**src/rtl/tdm8_receiver.sv**
```systemverilog
// Receive end of the 8-channel TDM link: rebuilds one 8-slot frame from the serial
// stream and presents it on a parallel bus, with slot index and framing-error pulses.
module tdm8_receiver #(
  parameter int unsigned TIMEOUT    = 16,
  parameter bit          OUT_INVERT = 1'b0
) (
  input  logic       iClk,
  input  logic       iRst_n,
  input  logic       iBit,
  input  logic       iValid,
  input  logic       iSync,
  output logic [7:0] oData,
  output logic       oFrameValid,
  output logic       oSyncErr,
  output logic       oA,
  output logic       oB,
  output logic       oC
);

  localparam logic [0:0] ST_HUNT = 1'b0;
  localparam logic [0:0] ST_RECV = 1'b1;
  localparam int unsigned   TW       = $clog2(TIMEOUT + 1);
  localparam logic [TW-1:0] GAP_LAST = TW'(TIMEOUT - 1);
  localparam logic [TW-1:0] GAP_ONE  = TW'(1);
  localparam logic [TW-1:0] GAP_ZERO = TW'(0);
  localparam logic [7:0]    DATA_RST = OUT_INVERT ? 8'hFF : 8'h00;

  logic [0:0]    state_r, state_s;
  logic [2:0]    cnt_r, cnt_s;
  logic [TW-1:0] gap_r, gap_s;
  logic [7:0]    shadow_r, shadow_s;
  logic [7:0]    data_r, data_s;
  logic          fv_r, fv_s;
  logic          err_r, err_s;
  logic [2:0]    sel_r, sel_s;
  logic [7:0]    frame_s;

  // Next-state and next-output decode for the hunt/receive framing machine
  always_comb begin
    state_s  = state_r;
    cnt_s    = cnt_r;
    gap_s    = gap_r;
    shadow_s = shadow_r;
    data_s   = data_r;
    fv_s     = 1'b0;
    err_s    = 1'b0;
    sel_s    = sel_r;
    frame_s  = {iBit, shadow_r[6:0]};
    case (state_r)
      ST_HUNT: begin
        gap_s = GAP_ZERO;
        if (iValid && iSync) begin
          shadow_s[0] = iBit;
          cnt_s       = 3'd1;
          sel_s       = 3'd0;
          state_s     = ST_RECV;
        end else begin
          state_s = ST_HUNT;
        end
      end
      ST_RECV: begin
        if (iValid) begin
          gap_s = GAP_ZERO;
          if (iSync) begin
            // Resync mid-frame: restart at slot 0, oData untouched
            err_s       = 1'b1;
            shadow_s[0] = iBit;
            cnt_s       = 3'd1;
            sel_s       = 3'd0;
          end else begin
            shadow_s[cnt_r] = iBit;
            sel_s           = cnt_r;
            cnt_s           = cnt_r + 3'd1;
            if (cnt_r == 3'd7) begin
              data_s  = OUT_INVERT ? ~frame_s : frame_s;
              fv_s    = 1'b1;
              state_s = ST_HUNT;
            end else begin
              state_s = ST_RECV;
            end
          end
        end else begin
          if (gap_r == GAP_LAST) begin
            err_s   = 1'b1;
            cnt_s   = 3'd0;
            gap_s   = GAP_ZERO;
            state_s = ST_HUNT;
          end else begin
            gap_s = gap_r + GAP_ONE;
          end
        end
      end
      default: begin
        state_s = ST_HUNT;
        cnt_s   = 3'd0;
        gap_s   = GAP_ZERO;
      end
    endcase
  end

  // State and output registers
  always_ff @(posedge iClk or negedge iRst_n) begin
    if (!iRst_n) begin
      state_r  <= ST_HUNT;
      cnt_r    <= 3'd0;
      gap_r    <= GAP_ZERO;
      shadow_r <= 8'h00;
      data_r   <= DATA_RST;
      fv_r     <= 1'b0;
      err_r    <= 1'b0;
      sel_r    <= 3'd0;
    end else begin
      state_r  <= state_s;
      cnt_r    <= cnt_s;
      gap_r    <= gap_s;
      shadow_r <= shadow_s;
      data_r   <= data_s;
      fv_r     <= fv_s;
      err_r    <= err_s;
      sel_r    <= sel_s;
    end
  end

  assign oData       = data_r;
  assign oFrameValid = fv_r;
  assign oSyncErr    = err_r;
  assign oA          = sel_r[2];
  assign oB          = sel_r[1];
  assign oC          = sel_r[0];

endmodule

```
**config.mk**
```make
export PLATFORM = sky130hd
export DESIGN_NAME = tdm8_receiver
export DESIGN_NICKNAME = d
export VERILOG_FILES = /design/src/rtl/tdm8_receiver.sv
export SDC_FILE = /design/constraint.sdc
export NUM_CORES = 1
export LEC_CHECK = 0
export CAP_MARGIN = 5
export CORE_MARGIN = 4
export CORE_UTILIZATION = 55
export CTS_CLUSTER_SIZE = 14
export DETAILED_ROUTE_END_ITERATION = 16
export DONT_BUFFER_PORTS = 1
export PLACE_DENSITY = 0.74
export SYNTH_ARGS = -nofsm -noshare
export SYNTH_HDL_FRONTEND = slang
export SYNTH_SLANG_ARGS = --single-unit
export TNS_END_PERCENT = 30
```
**constraint.sdc**
```tcl
create_clock -name iClk -period 2.38 [get_ports iClk]
set_input_delay 0.357 -clock iClk [delete_from_list [all_inputs] [get_ports iClk]]
set_output_delay 0.357 -clock iClk [all_outputs]
set_load 0.005 [all_outputs]
```
==> reports/results.txt <==
Final TNS setup -> 0 ns
Data required, critical path -> 2.58 ns
Post-Layout Inst Area -> 0.00139 sq mm
Final Slew Violations -> 0
register area share after synthesis -> 0.558
Final Non-Filler Cells -> 133
DRT iter0 DRCs -> 8
Leak -> 0.000689 uW
GRT overflow -> 0
top post-synthesis cells by count -> dfrtp_1 (29), mux2_2 (12), a21oi_1 (5), nand2_1 (5)
RSZ-0062 raised after global routing -> false
final hold vios -> 0
io pins -> 18
Mapped Cells -> 101
total CTS buffers -> 5
Rows -> 17
Initial Utilization -> 0.583
DR vias -> 772
Core Footprint -> 0.00223 sq mm
syn_nets -> 109
synthesis-stage register bit count -> 29
number of synthesized flops with an enable pin -> 0
Via density -> 5.80
WL final -> 2080 microns
die height -> 56.6 microns
initial antenna violation count -> 0
complex-gate fraction of the synthesized area -> 0.0846
post-synthesis cell type count -> 34
status -> finished clean
worst-path fanout max -> 10
largest family of logic cells by synthesized area -> simple AND/OR/NAND/NOR gates
Critical Setup Path Class -> reg -> reg
YS warnings -> 0
final setup violation count -> 0
maximum vdd ir drop -> 537 uV
FILL cells -> 183
CTS tree -> done
register area -> 726 sq um
drc violations -> 0
largest net degree at the start of global routing -> 30
Worst-path clk slew -> 0.09 ns
multi-input logic area -> 528 sq um
simple logic cell fraction of the synthesized area -> 0.149
max-cap viol count -> 0
dominant register cell in the synthesized netlist -> dfrtp_1
first-pass GRT wire length -> 3670 microns
worst clock skew -> 0.00723 ns
max_slew headroom -> 0.764
xor and xnor area share after synthesis -> 0.0135
placed insts -> 124
root buffer cell -> clkbuf_4
Wirelength per Cell -> 15.6 microns
Synth area leaders -> dfrtp_1 (56%), mux2_2 (10%), ha_1 (2.9%)
vias in the first global route -> 826
Final HPWL DP -> 1500 microns
GRT Util Overall -> 0.149
gp weighted congestion -> 0.777
H-Tree Depth -> 2
Placed Area -> 0.00130 sq mm
smallest hold slack -> 0.118 ns
syn_area_per_cell -> 12.9 sq um
Initial DRT Pass Iterations -> 4
worst skew pair latency -> 0.31 ns
crit path time final -> 1.57 ns
I/O Buffers -> 0
CP arrival -> 1.77 ns
Synth-to-Final Area Change -> 6.73%
number of diodes -> 0
Final nets -> 113
Power Density -> 743 mW/mm^2
Die ar. -> 0.00321 sq mm
crit start category -> flop
Antenna Nets Post-Route -> 0
Hold Crit Class -> in -> reg
clock sinks -> 29
Final period util -> 0.660
most frequent cell after synthesis -> dfrtp_1
max frequency -> 0.637 GHz
Clock Tree Buf Depth -> 2
Post-Synth Adder-Cell Area -> 0.0288
top cell type's share of synthesized area -> 0.558
post-synth top area cell -> dfrtp_1
CP Capture Type -> flop
share of post-route cells with drive strength above 1 -> 0.219
mux cell area share after synthesis -> 0.130
Synth async-reset ratio -> 1.00
width of the die -> 56.6 microns
synthesized area -> 0.00130 sq mm
Slew @ Worst Pin -> 0.354 ns
[flip-flops by register name, summed over array words and instances, names as in the netlist]
name / count
oData: 8
shadow_r: 7
gap_r: 5
cnt_r: 3
sel_r: 3
oFrameValid: 1
oSyncErr: 1
state_r: 1
[metal layers]
layer  track usage  vias to the layer above  wire [microns]
met1         0.172                      376             870
met3        0.0644                        7             160
met4        0.0814                        0              43
met2         0.229                       21            1010
met5             0                        -               0
li1              -                      368               -
[worst max-delay path: stages, from the launching register on]
cell and delay, ns:
dfrtp_1 0.53, ha_1 0.21, ha_1 0.19, nand4b_4 0.21
mux2_2 0.33
[per-stage QoR]
step / setup WS, ns / power, uW / utilization
after floorplan: 0.971 / 721 / -
final: 0.810 / 1030 / 0.622
after global placement: 0.859 / 733 / 0.584
after CTS: 0.798 / 1050 / 0.622
after detailed placement: 0.821 / 742 / 0.584
after global routing: 0.725 / 1100 / 0.622
[worst paths after layout]
kind / to / startpoint / slack, ns / cells after the start
max: oData[6] / cnt_r[1] / 0.81 / 4
min: gap_r[2] / iValid / 0.12 / 1
max reg2reg: oData[6] / cnt_r[1] / 0.81 / 4
min reg2reg: gap_r[0] / gap_r[0] / 0.46 / 1
max in group asynchronous: shadow_r[1] / iRst_n / 1.74 / 2
min in group asynchronous: state_r / iRst_n / 0.49 / 2
[report_power, final]
part           switching (uW)  internal [uW]
Combinational            45.9           74.9
Clock                     149            139
Sequential               56.9            565
Total                     252            779
[cell usage in the layout (no fill, tap or decap), drive strengths merged, types with 2 or more instances in the layout]
master	n
nand4b	3
dfrtp	29
nand3b	2
mux2	15
nand2	5
o2bb2ai	3
o21ai	2
and3	2
nor3b	2
a21oi	5
ha	3
clkbuf	7
nand3	2
nor2	4
nor3	2
a32o	2
inv	4
[what timing repair did]
| item | CTS | global route |
|---|---|---|
| hold buffers | 2 | 0 |
| setup buffers | 0 | 0 |
| resized for setup | 0 | 0 |
| endpoints found under the hold margin | 29 | 0 |
| setup endpoints to repair | 0 | 0 |
[layout make-up]
cell class | count | share of cell area
Sequential cell | 29 | 0.523
Multi-Input combinational cell | 63 | 0.380
Clock buffer | 7 | 0.0396
Tap cell | 28 | 0.0252
Timing Repair Buffer | 2 | 0.0216
Inverter | 4 | 0.0108
[kinds of logic (layout without fill, tap and decap cells)]
logic type	after synthesis	after routing
AND/OR/NAND/NOR	27	27
adder cells (fa/ha/maj)	3	3
multiplexers	15	15
flip-flops	29	29
buffers and inverters	9	13
XOR/XNOR	2	2
AO/OA/AOI/OAI	16	16
Power figures use the tool's default switching activity.
